<file path="config.mk">
export PLATFORM = sky130hd
export DESIGN_NAME = spi_cmd_ctrl_flat
export DESIGN_NICKNAME = d
export VERILOG_FILES = /design/src/rtl/spi_cmd_ctrl_if.sv /design/src/rtl/spi_cmd_ctrl.sv /design/src/flat_wrapper.sv
export SDC_FILE = /design/constraint.sdc
export NUM_CORES = 1
export LEC_CHECK = 0
export CORE_ASPECT_RATIO = 0.9
export CORE_MARGIN = 4
export CORE_UTILIZATION = 34
export DETAILED_ROUTE_END_ITERATION = 6
export SETUP_SLACK_MARGIN = 0.2
export SLEW_MARGIN = 20
export SYNTH_ARGS = -nofsm -noshare
export SYNTH_HDL_FRONTEND = slang
export SYNTH_SLANG_ARGS = --single-unit
</file>
<file path="constraint.sdc">
create_clock -name clk -period 6.45 [get_ports clk]
set_clock_uncertainty 0.15 [all_clocks]
set_input_delay 1.935 -clock clk [delete_from_list [all_inputs] [get_ports clk]]
set_output_delay 1.935 -clock clk [all_outputs]
set_load 0.01 [all_outputs]
</file>
<file path="src/rtl/spi_cmd_ctrl_if.sv">
`default_nettype none
// ============================================================================
// Module   : spi_cmd_ctrl_if
// Brief    : SPI byte-slave handshake and display-driver bundle for spi_cmd_ctrl
// Revision : 1.0 - initial release
// ============================================================================
interface spi_cmd_ctrl_if;
    logic       spi_cs;
    logic       rx_ready;
    logic [7:0] rx_byte;
    logic [7:0] tx_byte;
    logic       tx_load;
    logic [3:0] digit0;
    logic [3:0] digit1;
    logic [3:0] digit2;
    logic [3:0] digit3;
    logic [1:0] colon;
    logic       frame_busy;

    modport master (
        output spi_cs, rx_ready, rx_byte,
        input  tx_byte, tx_load, digit0, digit1, digit2, digit3, colon, frame_busy
    );

    modport slave (
        input  spi_cs, rx_ready, rx_byte,
        output tx_byte, tx_load, digit0, digit1, digit2, digit3, colon, frame_busy
    );
endinterface
`default_nettype wire

</file>
<file path="src/rtl/spi_cmd_ctrl.sv">
`default_nettype none
// ============================================================================
// Module   : spi_cmd_ctrl
// Brief    : Two-byte SPI frame sequencer driving the 7-segment display registers.
//            Optional burst writes when SPI_CMD_AUTOINC_EN is defined.
// Revision : 1.0 - initial release
// ============================================================================
module spi_cmd_ctrl #(
    parameter logic [7:0] DEV_ID    = 8'hA5,
    parameter logic [7:0] ACK_BYTE  = 8'h5A,
    parameter logic [1:0] COLON_RST = 2'b11
) (
    input  wire logic     clk,
    input  wire logic     reset,
    spi_cmd_ctrl_if.slave bus
);

`ifdef SPI_CMD_AUTOINC_EN
    localparam bit c_AUTOINC = 1'b1;
`else
    localparam bit c_AUTOINC = 1'b0;
`endif

    localparam logic [1:0] c_ST_IDLE = 2'd0;
    localparam logic [1:0] c_ST_CMD  = 2'd1;
    localparam logic [1:0] c_ST_DATA = 2'd2;
    localparam logic [1:0] c_ST_DONE = 2'd3;

    localparam logic [1:0] c_OP_NOP   = 2'b00;
    localparam logic [1:0] c_OP_WRITE = 2'b01;
    localparam logic [1:0] c_OP_READ  = 2'b10;

    // Bit 0 = s1, bit 1 = s2, bit 2 = edge-detect flop s3
    logic [2:0] r_cs_sync;
    logic [2:0] r_rdy_sync;

    logic [1:0] r_state;
    logic [1:0] w_state_nxt;
    logic [1:0] r_op;
    logic [2:0] r_addr;
    logic       r_wrote;
    logic [7:0] r_tx_byte;
    logic       r_tx_load;
    logic [3:0] r_digit [4];
    logic [1:0] r_colon;
    logic [7:0] r_scratch;
    logic [7:0] r_err_cnt;

    logic       w_rx_evt;
    logic       w_cs_fall;
    logic       w_cs_rise;
    logic [1:0] w_cmd_op;
    logic [2:0] w_cmd_addr;
    logic [7:0] w_rd_data;
    logic       w_load;
    logic [7:0] w_load_val;
    logic       w_latch_cmd;
    logic       w_wr_en;
    logic       w_addr_inc;
    logic       w_err_inc;
    logic       w_frame_busy;

    always_ff @(posedge clk or posedge reset) begin
        if (reset) begin
            r_cs_sync  <= 3'b111;
            r_rdy_sync <= 3'b000;
        end else begin
            r_cs_sync  <= {r_cs_sync[1:0], bus.spi_cs};
            r_rdy_sync <= {r_rdy_sync[1:0], bus.rx_ready};
        end
    end

    assign w_rx_evt   = r_rdy_sync[1] & ~r_rdy_sync[2];
    assign w_cs_fall  = ~r_cs_sync[1] & r_cs_sync[2];
    assign w_cs_rise  = r_cs_sync[1] & ~r_cs_sync[2];
    assign w_cmd_op   = bus.rx_byte[7:6];
    assign w_cmd_addr = bus.rx_byte[2:0];

    // Read data is selected from the command byte itself so it can be loaded on the same edge
    always_comb begin
        w_rd_data = 8'h00;
        case (w_cmd_addr)
            3'd0:    w_rd_data = {4'h0, r_digit[0]};
            3'd1:    w_rd_data = {4'h0, r_digit[1]};
            3'd2:    w_rd_data = {4'h0, r_digit[2]};
            3'd3:    w_rd_data = {4'h0, r_digit[3]};
            3'd4:    w_rd_data = {6'h00, r_colon};
            3'd5:    w_rd_data = r_scratch;
            3'd6:    w_rd_data = DEV_ID;
            default: w_rd_data = r_err_cnt;
        endcase
    end

    always_ff @(posedge clk or posedge reset) begin
        if (reset) r_state <= c_ST_IDLE;
        else       r_state <= w_state_nxt;
    end

    always_comb begin
        w_state_nxt = r_state;
        case (r_state)
            c_ST_IDLE: if (w_cs_fall) w_state_nxt = c_ST_CMD;
            c_ST_CMD: begin
                if (w_rx_evt) begin
                    if (w_cmd_op == c_OP_READ || w_cmd_op == c_OP_WRITE) w_state_nxt = c_ST_DATA;
                    else                                               w_state_nxt = c_ST_DONE;
                end
            end
            c_ST_DATA: begin
                if (w_rx_evt && !(c_AUTOINC && r_op == c_OP_WRITE)) w_state_nxt = c_ST_DONE;
            end
            default: w_state_nxt = r_state;
        endcase
        // Chip-select release overrides everything, after any same-edge byte was handled
        if (w_cs_rise) w_state_nxt = c_ST_IDLE;
    end

    always_comb begin
        w_load       = 1'b0;
        w_load_val   = 8'h00;
        w_latch_cmd  = 1'b0;
        w_wr_en      = 1'b0;
        w_addr_inc   = 1'b0;
        w_err_inc    = 1'b0;
        w_frame_busy = (r_state != c_ST_IDLE);
        case (r_state)
            c_ST_IDLE: begin
                if (w_cs_fall) begin
                    w_load     = 1'b1;
                    w_load_val = ACK_BYTE;
                end
            end
            c_ST_CMD: begin
                if (w_rx_evt) begin
                    w_latch_cmd = 1'b1;
                    case (w_cmd_op)
                        c_OP_READ: begin
                            w_load     = 1'b1;
                            w_load_val = w_rd_data;
                        end
                        c_OP_WRITE, c_OP_NOP: w_load = 1'b1;
                        default:              w_err_inc = 1'b1;
                    endcase
                end
            end
            c_ST_DATA: begin
                if (w_rx_evt) begin
                    w_wr_en    = (r_op == c_OP_WRITE);
                    w_addr_inc = c_AUTOINC && (r_op == c_OP_WRITE);
                end else if (w_cs_rise && !(c_AUTOINC && r_wrote)) begin
                    w_err_inc = 1'b1;
                end
            end
            default: ;
        endcase
    end

    always_ff @(posedge clk or posedge reset) begin
        if (reset) begin
            r_tx_byte <= 8'h00;
            r_tx_load <= 1'b0;
            r_op      <= 2'b00;
            r_addr    <= 3'd0;
            r_wrote   <= 1'b0;
            for (int i = 0; i < 4; i++) r_digit[i] <= 4'h0;
            r_colon   <= COLON_RST;
            r_scratch <= 8'h00;
            r_err_cnt <= 8'h00;
        end else begin
            r_tx_load <= w_load;
            if (w_load) r_tx_byte <= w_load_val;

            if (w_latch_cmd) begin
                r_op   <= w_cmd_op;
                r_addr <= w_cmd_addr;
            end else if (w_addr_inc) begin
                r_addr <= r_addr + 3'd1;
            end

            if (w_wr_en)                  r_wrote <= 1'b1;
            else if (r_state == c_ST_IDLE) r_wrote <= 1'b0;

            if (w_wr_en) begin
                case (r_addr)
                    3'd0, 3'd1, 3'd2, 3'd3: r_digit[r_addr[1:0]] <= bus.rx_byte[3:0];
                    3'd4:    r_colon   <= bus.rx_byte[1:0];
                    3'd5:    r_scratch <= bus.rx_byte;
                    default: ;
                endcase
            end

            // Clearing via a write to address 7 takes priority over a same-edge increment
            if (w_wr_en && r_addr == 3'd7)          r_err_cnt <= 8'h00;
            else if (w_err_inc && r_err_cnt != 8'hFF) r_err_cnt <= r_err_cnt + 8'd1;
        end
    end

    assign bus.tx_byte    = r_tx_byte;
    assign bus.tx_load    = r_tx_load;
    assign bus.digit0     = r_digit[0];
    assign bus.digit1     = r_digit[1];
    assign bus.digit2     = r_digit[2];
    assign bus.digit3     = r_digit[3];
    assign bus.colon      = r_colon;
    assign bus.frame_busy = w_frame_busy;

endmodule
`default_nettype wire

</file>
<file path="src/flat_wrapper.sv">
// flat-port wrapper written by rule: the top's interface ports become plain ports
module spi_cmd_ctrl_flat 
#(
    parameter logic [7:0] DEV_ID    = 8'hA5,
    parameter logic [7:0] ACK_BYTE  = 8'h5A,
    parameter logic [1:0] COLON_RST = 2'b11
)
  (clk, reset, bus_spi_cs, bus_rx_ready, bus_rx_byte, bus_tx_byte, bus_tx_load, bus_digit0, bus_digit1, bus_digit2, bus_digit3, bus_colon, bus_frame_busy);
  spi_cmd_ctrl_if bus_i ();
  input  wire logic clk;
  input  wire logic reset;
  input wire logic [$bits(bus_i.spi_cs)-1:0] bus_spi_cs;
  input wire logic [$bits(bus_i.rx_ready)-1:0] bus_rx_ready;
  input wire logic [$bits(bus_i.rx_byte)-1:0] bus_rx_byte;
  output wire logic [$bits(bus_i.tx_byte)-1:0] bus_tx_byte;
  output wire logic [$bits(bus_i.tx_load)-1:0] bus_tx_load;
  output wire logic [$bits(bus_i.digit0)-1:0] bus_digit0;
  output wire logic [$bits(bus_i.digit1)-1:0] bus_digit1;
  output wire logic [$bits(bus_i.digit2)-1:0] bus_digit2;
  output wire logic [$bits(bus_i.digit3)-1:0] bus_digit3;
  output wire logic [$bits(bus_i.colon)-1:0] bus_colon;
  output wire logic [$bits(bus_i.frame_busy)-1:0] bus_frame_busy;
  assign bus_i.spi_cs = bus_spi_cs;
  assign bus_i.rx_ready = bus_rx_ready;
  assign bus_i.rx_byte = bus_rx_byte;
  assign bus_tx_byte = bus_i.tx_byte;
  assign bus_tx_load = bus_i.tx_load;
  assign bus_digit0 = bus_i.digit0;
  assign bus_digit1 = bus_i.digit1;
  assign bus_digit2 = bus_i.digit2;
  assign bus_digit3 = bus_i.digit3;
  assign bus_colon = bus_i.colon;
  assign bus_frame_busy = bus_i.frame_busy;
  spi_cmd_ctrl #(.DEV_ID(DEV_ID), .ACK_BYTE(ACK_BYTE), .COLON_RST(COLON_RST)) u_core (.clk(clk), .reset(reset), .bus(bus_i));
endmodule
</file>
==> impl_metrics.csv, run 1 <==
group,metric,value,unit
floorplanning,dieWidth,102,um
routing,vias,1970,
cells_and_area,diodes,0,
yosys,ys_seq_area_share,51.6,%
grt,grt_usage,14.0,%
grt,antenna_found_initial,0,
clock_tree,cts_hold_buf,0,
cells_and_area,drive_gt1_share,16.1,%
yosys,synth_area,2730,sq um
place,place_ws,2.25,ns
grt,grt_pass1_vias,1970,
pwr,ir_drop,0.128,mV
pwr,p_clk_share,18.9,%
routing,detail_route.first_pass.iterations,4,
routing,initialDrtViolationCount,133,
pwr,powerDensity,315,nW/um^2
clock_tree,cts_buffers,5,
worst_hold_path,min_path_cells,0,
pwr,leakage,1.36,nW
pwr,p_comb_share,31.2,%
yosys,ys_ff_latch,56,
clock_tree,post_cts_buffers,0,
floorplanning,fp.dieH,93.0,um
status,status,"complete, no violations",
setup_path,rr_startpoint,"u_core.r_state[1]$_DFFE_PP0P_",
yosys,async_reset_ff_share,100,%
sta,max_slew_margin,39.4,%
floorplanning,design.core.area,7660,sq um
worst_hold_path,min_to,"u_core.r_cs_sync[1]$_DFF_PP1_",
yosys,synth_cells,244,
worst_hold_path,hold_class,"reg -> reg",
setup_path,crit_type,"in -> reg",
floorplanning,initial_core_util,35.6,%
setup_path,worst_path_largest_cell_delay,1.01,ns
clock_tree,cts_max_level,2,
floorplanning,ios,40,
yosys,netlist.area_leader.share,46.8,%
clock_tree,clk_pin_slew,0.10,ns
setup_path,crit_fanout,23,
yosys,synth_fp_nets,262,
clock_tree,cts.sinks,56,
setup_path,critPathLaunchType,"input pin",
place,hpwl,4.47,mm
yosys,synth_edf_count,0,
worst_hold_path,min_from,"u_core.r_cs_sync[0]$_DFF_PP1_",
grt,grt_max_degree,57,
routing,drc_errors,0,
place,port_buffers,39,
routing,routedWlPerCell,16.7,um
yosys,synthMostInstantiatedCell,"dfrtp_1",
setup_path,end_kind,"register",
grt,grt_pass1_wl,10.4,mm
sta,worstMarginPinSlew,0.906,ns
clock_tree,post_cts_resized,0,
setup_path,path_cells,"clkdlybuf4s50_1, mux4_2, o21ai_0, a211o_1, nand3_1",
sta,drv_slew,0,
place,place.gp.congestion,0.816,
routing,antenna_left,0,
grt,grt_overflow_total,0,
setup_path,rrSetupSlack,4.01,ns
setup_path,cp_top_family,"buffers and inverters",
floorplanning,die_area,9520,sq um
routing,routed_wl,6.30,mm
yosys,syn_area_per_cell,11.2,sq um
sta,period_share,60.4,%
setup_path,reg2reg_depth,6,
sta,grt_setup_unrepaired,"false",
pwr,sw_frac_of_total,33.4,%
cells_and_area,nets,297,
setup_path,cp_slowest_cell,"clkdlybuf4s50_1",
floorplanning,row_count,30,
clock_tree,clock_latency,0.31,ns
sta,finalWorstSetupSlack,2.55,ns
clock_tree,max-clock-path-buffers,2,
setup_path,r2r-end,"u_core.r_err_cnt[5]$_DFFE_PP0P_",
sta,fmax,257,MHz
setup_path,worstPathArrival,3.93,ns
yosys,synth_common_cells,"dfrtp_1 (51), mux2_2 (26), nand2_1 (19), o21ai_0 (16), inv_1 (12)",
sta,setup_viol,0,
cells_and_area,area_growth,20.0,%
setup_path,path_buf_inv,1,
clock_tree,cts_tree,"built",
cells_and_area,fillers,759,
yosys,ys_warn_count,0,
flow_run,maxCapViolCount,0,
pwr,pwr-share-seq,49.8,%
routing,vias_per_cell,5.24,
yosys,synthFlopType,"dfrtp_1",
yosys,synth_area_leaders,"dfrtp_1 (47%), mux2_2 (11%), dfstp_2 (4.8%)",
yosys,synth_cell_types,54,
pwr,switchingPower,0.000345,W
pwr,p_int,0.000686,W
setup_path,critPathRequiredTime,6.49,ns
sta,post-route-min-period,3.90,ns
clock_tree,cts-root-buf,"clkbuf_8",
sta,hold_viol_final,0,
sta,setup_tns,0,ns
yosys,synth_top_cell_by_area,"dfrtp_1",
[registers in the layout (all words and copies together), names as in the netlist]
| register | cells |
|---|---|
| u_core.r_rdy_sync | 3 |
| u_core.r_addr | 3 |
| u_core.bus.digit0 | 4 |
| u_core.r_state | 2 |
| u_core.r_err_cnt | 8 |
| u_core.bus.digit1 | 4 |
| u_core.r_scratch | 8 |
| u_core.r_cs_sync | 3 |
| u_core.bus.tx_load | 1 |
| u_core.bus.colon | 2 |
| u_core.r_op | 2 |
| u_core.bus.digit2 | 4 |
| u_core.bus.digit3 | 4 |
| u_core.bus.tx_byte | 8 |
[placed cells by master, fill, tap and decap left out, types with 4 or more instances in the layout]
cell	synthesis	routed
nand3_1	7	7
clkdlybuf4s50_1	0	39
nand3b_1	6	6
dfrtp_1	51	51
a21oi_1	11	11
mux2_2	26	26
nand4_1	5	5
inv_1	12	11
o311ai_0	4	4
nor2b_1	4	4
ha_1	6	6
mux2i_1	4	4
dfstp_2	5	5
clkbuf_8	0	5
nor2_1	10	10
o21ai_0	16	16
nand2_1	19	19
[layer usage]
metal | global-route usage, % | share of wire [%]
met1 | 20.8 | 51
met2 | 20.6 | 44
met3 | 3.13 | 4.6
met4 | 3.72 | 1.1
met5 | 0 | 0
[cells by family after synthesis]
| kind of cell | Yosys count | share of synthesized area, % |
|---|---|---|
| buffers and inverters | 24 | 3.85 |
| AND/OR/NAND/NOR | 73 | 15.5 |
| multiplexers | 31 | 13.0 |
| adder cells (fa/ha/maj) | 6 | 2.75 |
| AO/OA/AOI/OAI | 54 | 13.3 |
| flip-flops | 56 | 51.6 |
[cell type report]
class | instances | area, sq um | area share, %
inverters | 12 | 45.0 | 1.38
clock buffers | 6 | 72.6 | 2.22
well taps | 96 | 120 | 3.67
flip-flops and latches | 56 | 1410 | 43.0
clock inverters | 2 | 16.3 | 0.497
repair buffers | 40 | 398 | 12.2
multi-input cells | 164 | 1210 | 37.1
[power groups by stage]
stage,clock [W],combinational [W],sequential (W)
4_1_cts,0.000199,0.000326,0.000513
3_5_place_dp,0,0.000325,0.000519
2_1_floorplan,0,0.000184,0.000511
3_3_place_gp,0,0.000319,0.000518
6_report,0.000195,0.000322,0.000513
5_1_grt,0.000214,0.000359,0.000525
[stage by stage]
stage	total power [W]	std cells	hold slack (ns)	area [sq um]	util [%]
6_report	0.00103	376	0.212	3270	42.8
3_3_place_gp	0.000837	368	0.183	3190	41.6
5_1_grt	0.00110	376	0.221	3270	42.8
4_1_cts	0.00104	376	0.213	3270	42.8
3_5_place_dp	0.000843	368	0.197	3190	41.6
2_1_floorplan	0.000694	244	0.181	2730	-
[worst register-to-register path: cells and delay by family, from the launching register on]
family,cells,cell delay (ns)
compound gates,2,0.58
fa+ha+maj,1,0.27
flops,1,0.41
buf+inv,1,0.08
simple gates,2,0.89
[worst max-delay path by stage]
| stage | startpoint | endpoint | slack, ns | cells after the start |
|---|---|---|---|---|
| global route | bus_rx_byte[2] | u_core.bus.tx_byte[1]$_DFFE_PP0P_ | 2.40 | 5 |
| finish | bus_rx_byte[2] | u_core.bus.tx_byte[1]$_DFFE_PP0P_ | 2.55 | 5 |
| global placement | bus_rx_byte[7] | u_core.bus.tx_byte[5]$_DFFE_PP0P_ | 2.27 | 6 |
| CTS | bus_rx_byte[2] | u_core.bus.tx_byte[1]$_DFFE_PP0P_ | 2.60 | 5 |
| detailed placement | bus_rx_byte[2] | u_core.bus.tx_byte[1]$_DFFE_PP0P_ | 2.25 | 5 |
| floorplan | reset | u_core.bus.digit0[0]$_DFFE_PP0P_ | 3.00 | 1 |
(Power assumes the default switching activity.)
==> run 2: changes to the inputs <==
==> constraint.sdc (replaced) <==
create_clock -name clk -period 3.8 [get_ports clk]
set_clock_uncertainty 0.15 [all_clocks]
set_input_delay 1.14 -clock clk [delete_from_list [all_inputs] [get_ports clk]]
set_output_delay 1.14 -clock clk [all_outputs]
set_load 0.01 [all_outputs]
==> run 2 against run 1 <==
- clock power up 69%
- critical path depth up 1
- via count up 5.0%
- count of clock-buffer cells in the layout unchanged
- register-to-register slack worse by 2.7 ns
- global-route usage up 0.61 points
- sequential power up 71%
- final cell count up 1.3%
- sequential share of layout area down 0.49 points
- sequential cell count unchanged
- first-iteration DRC count down 26%
- combinational power up 74%
- critical path type unchanged
- largest power group unchanged
==> impl_metrics.csv, run 2 (synthesis results as in run 1) <==
group,metric,value,unit
pwr,pwr-share-seq,49.6,%
clock_tree,cts_hold_buf,0,
pwr,p_clk_share,18.7,%
sta,grt_setup_unrepaired,"false",
sta,finalWorstSetupSlack,0.903,ns
pwr,p_int,0.00117,W
pwr,leakage,1.38,nW
grt,grt_max_degree,57,
clock_tree,post_cts_buffers,0,
setup_path,rrSetupSlack,1.34,ns
sta,setup_viol,0,
clock_tree,cts_buffers,5,
setup_path,crit_fanout,11,
grt,met1_usage,21.6,%
clock_tree,cts_max_level,2,
flow_run,maxCapViolCount,0,
cells_and_area,area_growth,21.4,%
cells_and_area,finalInstanceArea,3310,sq um
floorplanning,fp.dieH,93.0,um
setup_path,worst_path_largest_cell_delay,0.53,ns
pwr,p_comb_share,31.7,%
routing,routedWlPerCell,17.2,um
floorplanning,initial_core_util,35.6,%
setup_path,critPathLaunchType,"input pin",
clock_tree,cts_tree,"built",
pwr,ir_drop,0.256,mV
setup_path,path_buf_inv,1,
grt,grt_usage,14.6,%
sta,post-route-min-period,2.90,ns
setup_path,path_cells,"clkdlybuf4s50_1, ha_1, nand2_1, o32a_1, or4_1, a21oi_1",
cells_and_area,diodes,0,
grt,grt_overflow_total,0,
setup_path,cp_top_family,"simple AND/OR/NAND/NOR gates",
floorplanning,dieWidth,102,um
status,status,"complete, no violations",
sta,hold_viol_final,0,
pwr,switchingPower,0.000594,W
cells_and_area,nets,302,
floorplanning,row_count,30,
setup_path,end_kind,"register",
sta,worstMarginPinSlew,0.774,ns
routing,drc_errors,0,
cells_and_area,drive_gt1_share,17.5,%
pwr,powerDensity,532,nW/um^2
sta,max_slew_margin,48.2,%
routing,initialDrtViolationCount,99,
sta,holdWs,0.212,ns
place,port_buffers,39,
sta,fmax,345,MHz
routing,routed_wl,6.56,mm
clock_tree,cts.sinks,56,
setup_path,worstPathArrival,2.98,ns
grt,antenna_found_initial,0,
floorplanning,design.core.area,7660,sq um
place,placedCellCount,373,
clock_tree,clock_latency,0.31,ns
setup_path,cp_slowest_cell,"clkdlybuf4s50_1",
routing,vias,2068,
sta,setup_tns,0,ns
grt,gr-usage-met2,21.9,%
floorplanning,die_area,9520,sq um
grt,globalRouteMet3Util,3.21,%
setup_path,crit_type,"in -> reg",
clock_tree,cts-root-buf,"clkbuf_8",
grt,top_usage_layer,"met2",
clock_tree,max-clock-path-buffers,2,
clock_tree,clk_pin_slew,0.10,ns
place,hpwl,4.73,mm
cells_and_area,final_common_cell,"dfrtp_1",
grt,grt_pass1_vias,2046,
worst_hold_path,hold_class,"reg -> reg",
setup_path,critPathRequiredTime,3.88,ns
cells_and_area,fillers,752,
place,placed_area,3220,sq um
sta,drv_slew,0,
cells_and_area,final_cell_mix,"dfrtp_1 (51), clkdlybuf4s50_1 (39), mux2_2 (26)",
cells_and_area,finalNonFillerCells,381,
routing,vias_per_cell,5.43,
place,place_ws,0.590,ns
sta,period_share,76.2,%
routing,antenna_left,0,
floorplanning,ios,40,
pwr,sw_frac_of_total,33.7,%
place,place.gp.congestion,0.827,
clock_tree,post_cts_resized,0,
routing,detail_route.first_pass.iterations,4,
grt,grt_pass1_wl,10.8,mm
## run 2: changes by cell type in the layout (fill, tap and decap cells not counted), sizes merged
| cell | previous run | this run |
|---|---|---|
| buf | 1 | 6 |
## run 2: final timing paths
kind	start	endpoint	cells past startpoint
max in group asynchronous	reset	u_core.r_err_cnt[0]$_DFFE_PP0P_	3
worst max-delay path	bus_rx_byte[7]	u_core.r_err_cnt[5]$_DFFE_PP0P_	6
worst max register to register	u_core.r_state[1]$_DFFE_PP0P_	u_core.r_err_cnt[5]$_DFFE_PP0P_	6
worst min register to register	u_core.r_cs_sync[0]$_DFF_PP1_	u_core.r_cs_sync[1]$_DFF_PP1_	0
min in group asynchronous	reset	u_core.r_rdy_sync[0]$_DFF_PP0_	3
worst min-delay path	u_core.r_cs_sync[0]$_DFF_PP1_	u_core.r_cs_sync[1]$_DFF_PP1_	0
## run 2: routing by layer
layer	vias to the layer above	wire, um
met5	-	0
met1	1039	3290
li1	978	-
met3	7	287
met4	0	61
met2	44	2930
## run 2: per-stage QoR
step / power [W] / utilization [%]
CTS: 0.00178 / 43.3
finish: 0.00176 / 43.3
global placement: 0.00143 / 42.1
floorplan: 0.00118 / -
global route: 0.00188 / 43.3
detailed placement: 0.00144 / 42.1
## run 2: final cells by class
| cell class | instances | area, sq um | area share [%] |
|---|---|---|---|
| clock buffer | 6 | 72.6 | 2.19 |
| clock inverter | 2 | 16.3 | 0.491 |
| inverter | 12 | 45.0 | 1.36 |
| multi-input combinational | 164 | 1210 | 36.7 |
| sequential | 56 | 1410 | 42.5 |
| tap | 96 | 120 | 3.63 |
| timing repair buffer | 45 | 435 | 13.1 |
## run 2: worst register-to-register path: stages (launching register included)
cell and delay, ns:
dfrtp_1 0.41, inv_1 0.09, ha_1 0.28, nand3b_1 0.34
o32a_1 0.40, or4_1 0.53, a21oi_1 0.17
## run 2: power by group through the flow
stage / clock [W] / combinational, W / sequential, W
after floorplan: 0 / 0.000312 / 0.000867
after global placement: 0 / 0.000550 / 0.000879
after detailed placement: 0 / 0.000562 / 0.000882
after CTS: 0.000342 / 0.000564 / 0.000872
after global routing: 0.000365 / 0.000619 / 0.000893
final: 0.000329 / 0.000559 / 0.000875
